==> src/rtl/card_select_ctrl.sv <==
// rtl/card_select_ctrl.sv - button conditioning, 6x6 cursor and card select FSM
module card_select_ctrl #(
   parameter int GRID_W          = 6,
   parameter int GRID_H          = 6,
   parameter int DEBOUNCE_CYCLES = 16
) (
   input  logic                       clock,
   input  logic                       reset_n,
   input  logic                       btn_up,
   input  logic                       btn_down,
   input  logic                       btn_left,
   input  logic                       btn_right,
   input  logic                       btn_a,
   input  logic                       select_en,
   input  logic [GRID_W*GRID_H-1:0]   matched,
   input  logic                       result_done,
   output logic [5:0]                 mem6x6,
   output logic                       A,
   output logic                       card_sel,
   output logic                       reject,
   output logic                       busy
);

   localparam int NB    = 5;
   localparam int CNT_W = $clog2(DEBOUNCE_CYCLES + 1);
   localparam int RW    = (GRID_H > 1) ? $clog2(GRID_H) : 1;
   localparam int CW    = (GRID_W > 1) ? $clog2(GRID_W) : 1;

   // button index: 0 up, 1 down, 2 left, 3 right, 4 select
   logic [NB-1:0]    raw;
   logic [NB-1:0]    sync1;
   logic [NB-1:0]    sync2;
   logic [NB-1:0]    level;
   logic [NB-1:0]    level_q;
   logic [NB-1:0]    press;
   logic [CNT_W-1:0] cnt [NB];

   typedef enum logic [1:0] {
      ST_FIRST  = 2'd0,
      ST_SECOND = 2'd1,
      ST_WAIT   = 2'd2
   } state_t;

   state_t           state;
   logic [5:0]       first_pos;
   logic [RW-1:0]    row;
   logic [CW-1:0]    col;
   logic [RW-1:0]    row_nx;
   logic [CW-1:0]    col_nx;
   logic [5:0]       pos_nx;
   logic             mv_up;
   logic             mv_down;
   logic             mv_left;
   logic             mv_right;
   logic             sel_go;

   assign raw = {btn_a, btn_right, btn_left, btn_down, btn_up};

   // synchronise, debounce and edge-detect every button; the press pulse is registered
   always_ff @(posedge clock or negedge reset_n) begin
      if (!reset_n) begin
         sync1   <= '0;
         sync2   <= '0;
         level   <= '0;
         level_q <= '0;
         press   <= '0;
         for (int i = 0; i < NB; i++) begin
            cnt[i] <= '0;
         end
      end else begin
         sync1   <= raw;
         sync2   <= sync1;
         level_q <= level;
         press   <= level & ~level_q;
         for (int i = 0; i < NB; i++) begin
            if (sync2[i] != level[i]) begin
               if (cnt[i] == CNT_W'(DEBOUNCE_CYCLES - 1)) begin
                  level[i] <= sync2[i];
                  cnt[i]   <= '0;
               end else begin
                  cnt[i] <= cnt[i] + CNT_W'(1);
               end
            end else begin
               cnt[i] <= '0;
            end
         end
      end
   end

   // one direction per cycle (up > down > left > right), each axis wraps on itself
   always_comb begin
      mv_up    = press[0];
      mv_down  = press[1] & ~press[0];
      mv_left  = press[2] & ~press[1] & ~press[0];
      mv_right = press[3] & ~press[2] & ~press[1] & ~press[0];
      row_nx   = row;
      col_nx   = col;
      if (mv_up) begin
         row_nx = (row == '0) ? RW'(GRID_H - 1) : row - RW'(1);
      end else if (mv_down) begin
         row_nx = (row == RW'(GRID_H - 1)) ? '0 : row + RW'(1);
      end else if (mv_left) begin
         col_nx = (col == '0) ? CW'(GRID_W - 1) : col - CW'(1);
      end else if (mv_right) begin
         col_nx = (col == CW'(GRID_W - 1)) ? '0 : col + CW'(1);
      end
      pos_nx = 6'(int'(row_nx) * GRID_W + int'(col_nx));
      sel_go = select_en & press[4];
   end

   // cursor update and select FSM; select is judged on the pre-move position
   always_ff @(posedge clock or negedge reset_n) begin
      if (!reset_n) begin
         state     <= ST_FIRST;
         first_pos <= '0;
         row       <= '0;
         col       <= '0;
         mem6x6    <= '0;
         A         <= 1'b0;
         card_sel  <= 1'b0;
         reject    <= 1'b0;
         busy      <= 1'b0;
      end else begin
         A      <= 1'b0;
         reject <= 1'b0;
         if (select_en) begin
            row    <= row_nx;
            col    <= col_nx;
            mem6x6 <= pos_nx;
         end
         case (state)
            ST_FIRST: begin
               if (sel_go) begin
                  if (matched[mem6x6]) begin
                     reject <= 1'b1;
                  end else begin
                     A         <= 1'b1;
                     card_sel  <= 1'b0;
                     first_pos <= mem6x6;
                     state     <= ST_SECOND;
                  end
               end
            end
            ST_SECOND: begin
               if (sel_go) begin
                  if (matched[mem6x6] || (mem6x6 == first_pos)) begin
                     reject <= 1'b1;
                  end else begin
                     A        <= 1'b1;
                     card_sel <= 1'b1;
                     busy     <= 1'b1;
                     state    <= ST_WAIT;
                  end
               end
            end
            ST_WAIT: begin
               if (sel_go) begin
                  reject <= 1'b1;
               end
               if (result_done) begin
                  busy  <= 1'b0;
                  state <= ST_FIRST;
               end
            end
            default: begin
               busy  <= 1'b0;
               state <= ST_FIRST;
            end
         endcase
      end
   end

endmodule

==> config.mk <==
export PLATFORM = sky130hd
export DESIGN_NAME = card_select_ctrl
export DESIGN_NICKNAME = d
export VERILOG_FILES = /design/src/rtl/card_select_ctrl.sv
export SDC_FILE = /design/constraint.sdc
export NUM_CORES = 1
export LEC_CHECK = 0
export BUFFER_PORTS_ARGS = -buffer_cell sky130_fd_sc_hd__buf_4
export CAP_MARGIN = 20
export CORE_ASPECT_RATIO = 0.7
export CORE_UTILIZATION = 50
export DETAILED_ROUTE_END_ITERATION = 10
export PLACE_DENSITY = 0.74
export SLEW_MARGIN = 20
export SYNTH_ARGS = -nofsm -noshare
export SYNTH_HDL_FRONTEND = slang
export SYNTH_SLANG_ARGS = --single-unit
==> constraint.sdc <==
create_clock -name clock -period 2.6 [get_ports clock]
set_input_delay 0.39 -clock clock [delete_from_list [all_inputs] [get_ports clock]]
set_output_delay 0.39 -clock clock [all_outputs]
set_load 0.01 [all_outputs]
Word-level counts from Yosys, hierarchy flattened
Cells that the tools add are included.
{ "classes": {"addsub": 10, "n_mul": 1, "div_mod_pow": 0, "n_lt_le_gt_ge": 1, "n_eq_ne": 20, "shifts": 0, "mux": 46, "n_bitwise": 14, "n_reduce_logical": 14} }
{ "ops": {"columns": ["op", "n"], "rows": [
  ["$mux 5", 10],
  ["$mux 3", 10],
  ["$add 5x1->5 const B", 5],
  ["$eq 5x4->1 const B", 5],
  ["$mux 1", 15],
  ["$mux 2", 5],
  ["$ne 2x2->1 const B", 5],
  ["$reduce_and 2->1", 5],
  ["$reduce_and 5->1", 2],
  ["$and 1x1->1", 7],
  ["$lt 6x7->1 const B", 1],
  ["$add 3x1->3 const B", 2],
  ["$add 6x3->6", 1],
  ["$bmux 1 s6", 1],
  ["$eq 3x3->1 const B", 2],
  ["$eq 6x6->1", 1],
  ["$logic_not 3->1", 2],
  ["$pmux 1 s3", 2],
  ["$pmux 2 s3", 1],
  ["$sub 3x1->3 const B", 2],
  ["$and 5x5->5", 1],
  ["$mul 3x2->5 const B", 1],
  ["$ne 1x1->1", 5],
  ["$not 1->1", 5],
  ["other kinds (9)", 10]
]} }
{ "word_totals": {"ff_bits": 74, "latch_bits": 0, "mem_bits_rw": 0, "mem_bits_ro": 0, "out_inout_bits": 10, "n_memories": 0} }

Logic depth before layout (Yosys ltp)
Gate-level depths: netlist of the first run.
{ "depth": {"ltp_word": 9, "ltp_mapped": 12, "depth_no_buf": 11} }

Worst setup path before layout of the first run
No wires, ideal clock.
{ "synth_timing": {"path_kind": "reg-to-reg", "start": "register, netlist name mem6x6[0]", "end": "register mem6x6[5]", "setup_ns": 0.125, "t_arrival_ns": 2.468, "setup_slack_ns": 0.007, "stages_incl_launch_ff": 11, "path_buffers": 2, "period_less_slack_ns": 2.593, "path_cell_list": "dfrtp_1 buf_6 clkbuf_1 nor2_1 ha_1 nand3b_1 o221ai_1 fa_1 nor3b_1 xnor2_1 mux2_2"} }
{ "synth_lines": {"columns": ["element", "line_no", "text"], "rows": [
  ["to (signal assigned)", "129", "mem6x6 <= pos_nx;"],
  ["to (decl)", "17", "output logic [5:0] mem6x6,"]
]} }

Worst setup path after layout of the first run
{ "layout_timing": {"start": "register mem6x6[0]", "end": "register first_pos[4]"} }
{ "layout_between": {"elab_chain_len": 4} }
{ "layout_lines": {"columns": ["element", "line_no", "text"], "rows": [
  ["$bmux 1 s6", "134", "if (matched[mem6x6]) begin"],
  ["$mux 1 (implied by the code)", "134", null],
  ["$not 1->1 (no source line)", null, null],
  ["$reduce_and 3->1 (no source line)", null, null],
  ["to (signal assigned)", "139", "first_pos <= mem6x6;"],
  ["to (decl)", "45", "logic [5:0] first_pos;"]
]} }
Every way passes these cells. The select of a mux whose other input is x is not followed.
A chain may end at the register's enable or synchronous reset.

==> impl_metrics.tcl, run 1 <==
set metrics [dict create \
    outcome "finished clean" \
    cts_tree "yes" \
    r2r-start "mem6x6[0]" \
    combinationalPowerShare 0.166 \
    fill_cells 535 \
    ys_warn_count 0 \
    setup_viol 0 \
    netlist_instances 301 \
    power.internal_mw 1.87 \
    core_area_sq_um 6820 \
    die_h_um 72.7 \
    min_from "btn_a" \
    r2r_slack_ps 50 \
    io_buffers 54 \
    drv_slew 0 \
    yosysSeqAreaShare 0.511 \
    post-route-period-util 0.983 \
    p_switching_uw 663 \
    powerDensity_nw_per_um2 569 \
    synth_edf_count 0 \
    reg2regPathDepth 7 \
    finalHoldViolCount 0 \
    whs_path_depth 1 \
    vdd_drop_max_mv 0.373 \
    start_kind "flop" \
    arrival_ps 2780 \
    crit_type "flop to flop" \
    ys_types 48 \
    swShare 0.262 \
    regToRegEndpoint "first_pos[4]" \
    pin_count 55 \
    grt_pass1_wl_mm 10.0 \
    grtUsageTotal 0.180 \
    final_antenna_net_count 0 \
    detail_route.wirelength_mm 6.36 \
    synth.cell_area_sq_um 3570 \
    drive_gt1_frac 0.353 \
    whs_ps 147 \
    ys_seq_elements 73 \
    rsz0062_at_grt "yes" \
    min-delay-path-class "input port to flop" \
    drt_iter0_markers 86 \
    post_drt_wl_per_cell_um 13.4 \
    utilization 0.654 \
    htree_levels 3 \
    gp_congestion 0.760 \
    crit_path_max_fanout 7 \
    antenna_found_initial 0 \
    core.rowCount 25 \
    hold_path_end "sync1[4]" \
    mostFrequentLayoutCells "73 x buf_4, 70 x dfrtp_1, 28 x nor2_1, 19 x xor2_1, 14 x nand2_1" \
    clock_power_share 0.338 \
    required_ps 2830 \
    maxCapViolations 0 \
    p_leak_nw 2.18 \
    fmaxAchievable_mhz 391 \
    tightest_slew_ps 893 \
    first_global_vias 2228 \
    via_count 2419 \
    clk_pin_slew_ps 80 \
    drc 0 \
    nNetsFinal 434 \
    grt_max_degree 74 \
    synthArstFlopShare 1.00 \
    num_antenna_cells 0 \
    firstDrtPassIters 4 \
    seq_power_share 0.496 \
    syn_nets 360 \
    relSlewSlack 0.405 \
    syn_area_per_cell_sq_um 11.9 \
    area_growth_pct 24.7 \
    dieWidth_um 103 \
    ys.flop_type "dfrtp_1" \
    via_per_inst 5.10 \
    layout_commonest_cell "buf_4" \
    start_util 0.524 \
    post-route-min-period_ps 2550 \
    cp-end-kind "flop" \
    clockRootBuffer "clkbuf_8" \
    grt-ovfl-total 0 \
    cts_made_buffers 9 \
    die_area_sq_um 7490 \
    max-clock-path-buffers 2 \
    fin_skew_ps 9.74 \
    cts_num_sinks 73 \
    hpwlAfterDp_mm 4.40 \
    clock_latency_ps 340 \
]
==> worst max-delay path, stage by stage, from the launching register on <==
cell and delay (ps):
dfrtp_2 490, mux4_2 530, mux2_4 300, o221ai_4 190
nand3_2 130, or3_4 350, buf_6 150, mux2_4 290
==> flip-flops by register name, summed over array words and instances (netlist names) <==
signal     cells
A              1
busy           1
card_sel       1
cnt           25
col            2
first_pos      6
level          5
level_q        5
mem6x6         6
press          5
reject         1
row            3
state          2
sync1          5
sync2          5
==> per-stage QoR <==
stage | setup slack [ps] | area (sq um) | std cells | total power [mW] | setup TNS, ps
global route | -39.6 | 4460 | 474 | 2.68 | -248
detailed placement | -93.0 | 4130 | 449 | 1.66 | -626
finish | 45.4 | 4460 | 474 | 2.54 | 0
global placement | 6.70 | 4130 | 449 | 1.65 | 0
CTS | 7.36 | 4330 | 465 | 2.53 | 0
floorplan | 7.08 | 3570 | 301 | 1.49 | 0
==> cell families after synthesis <==
group / share of synthesized area
xor+xnor: 0.0637
fa+ha+maj: 0.0532
mux: 0.131
compound gates: 0.0770
simple gates: 0.136
flops: 0.511
buf+inv: 0.0284
==> routing by layer <==
layer	vias to the layer above	routed length, um	global-route usage
met5	-	0	0
li1	1213	-	-
met4	0	35	0.0423
met3	3	426	0.0661
met2	71	2800	0.281
met1	1132	3100	0.242
==> worst max-delay path by stage <==
stage                        end  slack (ps)       from  cells after the start
floorplan              mem6x6[5]           7  mem6x6[0]                     10
global placement        state[0]           7  mem6x6[0]                      8
detailed placement     mem6x6[5]         -90     row[0]                     11
CTS                     state[0]           7  mem6x6[0]                      7
global route        first_pos[1]         -40  mem6x6[0]                      7
finish              first_pos[4]          50  mem6x6[0]                      7
==> power groups by stage <==
stage	Combinational [mW]	Sequential (mW)	Clock (mW)
4_1_cts	0.388	1.26	0.889
3_5_place_dp	0.385	1.28	0
2_1_floorplan	0.247	1.24	0
6_report	0.422	1.26	0.857
3_3_place_gp	0.375	1.28	0
5_1_grt	0.469	1.27	0.941
==> cell type report <==
| type | instances | area [sq um] | share of cell area |
|---|---|---|---|
| clock inverter | 6 | 67.6 | 0.0152 |
| clock buffer | 10 | 128 | 0.0286 |
| tap | 94 | 118 | 0.0264 |
| inverter | 8 | 30.0 | 0.00674 |
| timing repair buffer | 77 | 587 | 0.132 |
| sequential | 73 | 1830 | 0.411 |
| multi-input combinational | 206 | 1700 | 0.381 |
==> synthesized netlist by cell type (2+ instances only) <==
cell type	instances	area, sq um
a211oi_1	3	22.5
a21oi_1	7	35.0
a22oi_1	2	15.0
and2_1	9	56.3
and3_1	6	37.5
and4b_1	2	20.0
buf_6	2	22.5
clkbuf_1	11	41.3
dfrtp_1	73	1830
fa_1	2	40.0
ha_1	12	150
inv_1	8	30.0
mux2_2	13	146
mux2_4	6	90.1
mux2i_1	5	50.1
mux4_1	6	158
nand2_1	14	52.6
nand2b_1	2	12.5
nand3_1	12	60.1
nor2_1	29	109
nor2b_1	7	43.8
nor3_1	4	20.0
nor3b_1	2	15.0
o21a_1	2	15.0
o21ai_0	12	60.1
o221ai_1	3	26.3
o221ai_2	2	30.0
xnor2_1	7	61.3
xor2_1	19	166
==> repair_timing <==
action                     in CTS  in global routing
setup endpoints to repair      10                 11
gates resized for setup         5                 18
buffers inserted                0                  9
hold buffers                    0                  0
pin swaps                       1                  1
(Power assumes the default switching activity.)
==> run 2, diff against run 1 <==
--- a/config.mk
+++ b/config.mk
@@ -7,7 +7,7 @@
 export LEC_CHECK = 0
 export BUFFER_PORTS_ARGS = -buffer_cell sky130_fd_sc_hd__buf_4
 export CAP_MARGIN = 20
-export CORE_ASPECT_RATIO = 0.7
+export CORE_ASPECT_RATIO = 0.8
 export CORE_UTILIZATION = 50
 export DETAILED_ROUTE_END_ITERATION = 10
 export PLACE_DENSITY = 0.74
==> impl_metrics.tcl, run 2 (synthesis results as in run 1) <==
set metrics [dict create \
    outcome "finished clean" \
    gp_congestion 0.887 \
    arrival_ps 2760 \
    cts_made_buffers 9 \
    cp_num_buf_inv 2 \
    hpwlAfterDp_mm 4.45 \
    first_global_vias 2490 \
    seq_power_share 0.476 \
    rsz0062_at_grt "yes" \
    relSlewSlack 0.412 \
    tns_ps 0 \
    drv_slew 0 \
    cp-end-kind "flop" \
    htree_levels 3 \
    pin_count 55 \
    cts_hold_buffers 0 \
    crit_path_max_fanout 7 \
    largest-register "cnt" \
    layout_commonest_cell "buf_4" \
    largest_register_ff_count 25 \
    cpPeakStageDelay_ps 580 \
    max-clock-path-buffers 2 \
    drc 0 \
    firstDrtPassIters 4 \
    combinationalPowerShare 0.148 \
    via_count 2476 \
    finalWorstSetupSlack_ps 60.2 \
    io_buffers 54 \
    clock_latency_ps 340 \
    die_h_um 77.6 \
    core_area_sq_um 6890 \
    clk_pin_slew_ps 80 \
    grt_max_degree 74 \
    drive_gt1_frac 0.340 \
    drt_iter0_markers 94 \
    reg.largest.list "cnt (25), first_pos (6), mem6x6 (6)" \
    num_antenna_cells 0 \
    path_cells "clkbuf_4 -> mux4_1 -> and2_1 -> o221ai_2 -> nand3_2 -> or3_1 -> buf_6 -> mux2_4" \
    vdd_drop_max_mv 0.374 \
    die_area_sq_um 7490 \
    start_util 0.519 \
    detail_route.wirelength_mm 6.53 \
    fin_skew_ps 7.15 \
    whs_ps 147 \
    slowest_stage "mux4_1" \
    min-delay-path-class "input port to flop" \
    setup_viol 0 \
    clockRootBuffer "clkbuf_8" \
    r2r_slack_ps 60 \
    multi_input_area_sq_um 1690 \
    post-route-period-util 0.977 \
    crit_type "flop to flop" \
    power.total_mw 2.64 \
    powerDensity_nw_per_um2 593 \
    mostFrequentLayoutCells "74 x buf_4, 71 x dfrtp_1, 28 x nor2_1, 19 x xor2_1" \
    dieWidth_um 96.5 \
    required_ps 2820 \
    seq_area_sq_um 1830 \
    via_per_inst 5.31 \
    grtUsageTotal 0.189 \
    grt-ovfl-total 0 \
    post_drt_wl_per_cell_um 14.0 \
    antenna_found_initial 0 \
    p_switching_uw 647 \
    fill_cells 531 \
    grt_pass1_wl_mm 10.7 \
    clock_power_share 0.376 \
    nNetsFinal 433 \
    instances_no_fill 466 \
    finalHoldViolCount 0 \
    core.rowCount 27 \
    area_growth_pct 24.8 \
    final_antenna_net_count 0 \
    pre_cts_ws_ps -122 \
    path_delay_family "multiplexers" \
    post-route-min-period_ps 2540 \
    cts_num_sinks 73 \
    fmaxAchievable_mhz 394 \
    cts_tree "yes" \
    power.internal_mw 2.00 \
    swShare 0.245 \
    p_leak_nw 2.20 \
    maxCapViolations 0 \
    tightest_slew_ps 883 \
    post-place-cells 441 \
    start_kind "flop" \
]
-- run 2: cell types whose count changed in the layout (fill, tap and decap cells not counted), sizes merged --
cell    delta
clkbuf     +2
clkinv     -2
buf        -1
bufinv     +1
inv        -1
-- run 2: what timing repair did --
| item | CTS | global route |
|---|---|---|
| resized for setup | 1 | 16 |
| pin swaps | 0 | 5 |
| setup endpoints to repair | 11 | 10 |
| hold endpoints to repair | 0 | 0 |
| setup buffers | 3 | 6 |
-- run 2: power by group through the flow --
stage	sequential, mW	clock, mW	combinational [mW]
floorplan	1.24	0	0.247
global placement	1.27	0	0.360
detailed placement	1.28	0	0.370
CTS	1.26	1.03	0.374
global route	1.27	1.08	0.441
finish	1.26	0.994	0.391
-- run 2: path summary, 6_finish.rpt --
path | from | endpoint | cells past startpoint
worst max-delay path | mem6x6[0] | first_pos[4] | 8
worst min-delay path | btn_down | sync1[1] | 1
worst max register to register | mem6x6[0] | first_pos[4] | 8
worst min register to register | sync1[2] | sync2[2] | 0
max in group asynchronous | reset_n | mem6x6[0] | 1
min in group asynchronous | reset_n | cnt[21] | 1
-- run 2: through the flow --
stage | area (sq um) | utilization
final | 4460 | 0.647
after floorplan | 3570 | -
after global placement | 4110 | 0.597
after CTS | 4370 | 0.633
after detailed placement | 4110 | 0.597
after global routing | 4460 | 0.647
-- run 2: area by class of cell --
class                      count  share of cell area
tap                           87              0.0244
multi-input combinational    206               0.378
timing repair buffer          76               0.129
clock inverter                 4              0.0168
clock buffer                  12              0.0348
inverter                       8             0.00674
sequential                    73               0.410
-- run 2: layer usage --
layer / routed length, um / GRT usage / vias up / part of all wire
met5: 0 / 0 / - / 0
met1: 2910 / 0.230 / 1196 / 0.45
met3: 453 / 0.0667 / 8 / 0.069
li1: - / - / 1199 / -
met4: 68 / 0.0662 / 0 / 0.010
met2: 3100 / 0.310 / 73 / 0.47
==> run 3, diff against run 2 <==
--- a/config.mk
+++ b/config.mk
@@ -7,11 +7,13 @@
 export LEC_CHECK = 0
 export BUFFER_PORTS_ARGS = -buffer_cell sky130_fd_sc_hd__buf_4
 export CAP_MARGIN = 20
+export CELL_PAD_IN_SITES_DETAIL_PLACEMENT = 1
+export CELL_PAD_IN_SITES_GLOBAL_PLACEMENT = 2
 export CORE_ASPECT_RATIO = 0.8
-export CORE_UTILIZATION = 50
+export CORE_UTILIZATION = 38
 export DETAILED_ROUTE_END_ITERATION = 10
-export PLACE_DENSITY = 0.74
-export SLEW_MARGIN = 20
+export PLACE_DENSITY_LB_ADDON = 0.1
+export SLEW_MARGIN = 15
 export SYNTH_ARGS = -nofsm -noshare
 export SYNTH_HDL_FRONTEND = slang
 export SYNTH_SLANG_ARGS = --single-unit
==> constraint.sdc (replaced) <==
create_clock -name clock -period 2.8 [get_ports clock]
set_input_delay 0.42 -clock clock [delete_from_list [all_inputs] [get_ports clock]]
set_output_delay 0.42 -clock clock [all_outputs]
set_load 0.01 [all_outputs]
==> impl_metrics.tcl, run 3 (synthesis results as in run 1) <==
set metrics [dict create \
    outcome "finished clean" \
    fin_skew_ps 8.15 \
    crit_type "flop to flop" \
    rsz0062_at_grt "no" \
    multi_input_area_sq_um 1650 \
    via_per_inst 5.01 \
    powerDensity_nw_per_um2 610 \
    p_leak_nw 2.16 \
    r2r-start "mem6x6[0]" \
    area_growth_pct 24.3 \
    core_area_sq_um 9080 \
    clock_latency_ps 330 \
    drt_iter0_markers 130 \
    cts_tree "yes" \
    power.total_mw 2.71 \
    tightest_slew_ps 929 \
    min-delay-path-class "input port to flop" \
    reg.largest.list "cnt (25), first_pos (6), mem6x6 (6)" \
    vdd_drop_max_mv 0.330 \
    grtUsageTotal 0.165 \
    crit_path_max_fanout 8 \
    place_area_sq_um 4120 \
    power.internal_mw 2.03 \
    instances_no_fill 481 \
    clock_power_share 0.439 \
    gp_congestion 0.770 \
    htree_levels 3 \
    post-place-cells 465 \
    largest_register_ff_count 25 \
    post_drt_wl_per_cell_um 15.2 \
    max-clock-path-buffers 2 \
    finalWorstSetupSlack_ps 120 \
    core.rowCount 31 \
    drv_slew 0 \
    required_ps 3010 \
    finalHoldViolCount 0 \
    combinationalPowerShare 0.130 \
    cts_num_sinks 73 \
    cp-end-kind "flop" \
    tns_ps 0 \
    die_area_sq_um 9800 \
    antenna_found_initial 0 \
    p_switching_uw 677 \
    swShare 0.250 \
    grt_max_degree 74 \
    grt_pass1_wl_mm 12.6 \
    whs_path_depth 1 \
    mostFrequentLayoutCells "71 x dfrtp_1, 63 x buf_4, 29 x nor2_1, 19 x xor2_1, 14 x nand2_1" \
    start_kind "flop" \
    fmaxAchievable_mhz 373 \
    num_antenna_cells 0 \
    drive_gt1_frac 0.292 \
    relSlewSlack 0.381 \
    pre_cts_ws_ps 14.3 \
    seq_area_sq_um 1830 \
    grt-ovfl-total 0 \
    arrival_ps 2890 \
    fill_cells 975 \
    min_from "btn_a" \
    io_buffers 54 \
    r2r_slack_ps 120 \
    dieWidth_um 110 \
    post-route-period-util 0.957 \
    layout_commonest_cell "dfrtp_1" \
    regToRegEndpoint "first_pos[4]" \
    postLayoutCellArea_sq_um 4440 \
    reg2regPathDepth 7 \
    hold_path_end "sync1[4]" \
    drc 0 \
    clockRootBuffer "clkbuf_16" \
    hpwlAfterDp_mm 5.15 \
    post-route-min-period_ps 2680 \
    final_antenna_net_count 0 \
    setup_viol 0 \
    cts_made_buffers 9 \
    first_global_vias 2499 \
    via_count 2410 \
    firstDrtPassIters 4 \
    clk_pin_slew_ps 60 \
    maxCapViolations 0 \
    die_h_um 88.7 \
    post-cts-setup-buffers 0 \
    detail_route.wirelength_mm 7.33 \
    largest-register "cnt" \
    pin_count 55 \
    nNetsFinal 420 \
    seq_power_share 0.432 \
    start_util 0.394 \
]
run 3: cell types whose count changed in the layout (fill, tap and decap cells not counted), sizes merged:
cell and delta:
buf -12, bufinv -1, clkbuf -2, clkinv +1
clkinvlp -1, inv +2
run 3: worst max-delay path, stage by stage, from the launching register on:
cell	delay [ps]
dfrtp_2	470
buf_4	190
mux4_1	550
and2_1	190
o221ai_2	190
nand3_2	110
or3_1	510
mux2_4	360
run 3: metrics by stage:
| stage | util | hold slack, ps |
|---|---|---|
| finish | 0.489 | 191 |
| global route | 0.489 | 180 |
| CTS | 0.488 | 182 |
| detailed placement | 0.454 | 336 |
| global placement | 0.454 | 332 |
| floorplan | - | 124 |
run 3: layer usage:
| layer | GRT usage | part of all wire | vias to the layer above |
|---|---|---|---|
| li1 | - | - | 1183 |
| met1 | 0.228 | 0.52 | 1174 |
| met2 | 0.250 | 0.43 | 46 |
| met3 | 0.0432 | 0.042 | 7 |
| met4 | 0.0691 | 0.014 | 0 |
| met5 | 0 | 0 | - |
run 3: cell type report:
type / instances / area share
flip-flops and latches: 73 / 0.412
multi-input cells: 206 / 0.372
repair buffers: 63 / 0.107
clock buffers: 11 / 0.0569
well taps: 115 / 0.0324
clock inverters: 5 / 0.0135
inverters: 8 / 0.00676
run 3: how the worst max path moves through the flow:
stage | from | endpoint | slack (ps)
floorplan | mem6x6[0] | mem6x6[5] | 210
global placement | mem6x6[0] | first_pos[5] | 50
detailed placement | mem6x6[0] | first_pos[0] | 10
CTS | press[1] | mem6x6[5] | 90
global route | press[1] | mem6x6[5] | 7
finish | mem6x6[0] | first_pos[4] | 120
run 3: timing repair:
action,in CTS,in global routing
pin swaps,0,0
hold buffers,0,0
gates resized for setup,1,2
endpoints found under the setup margin,6,1
run 3: power by group through the flow:
stage | Clock (mW) | Sequential [mW] | Combinational, mW
after floorplan | 0 | 1.15 | 0.229
after detailed placement | 0 | 1.19 | 0.356
after CTS | 1.22 | 1.17 | 0.360
final | 1.19 | 1.17 | 0.351
after global routing | 1.26 | 1.18 | 0.396
after global placement | 0 | 1.19 | 0.348
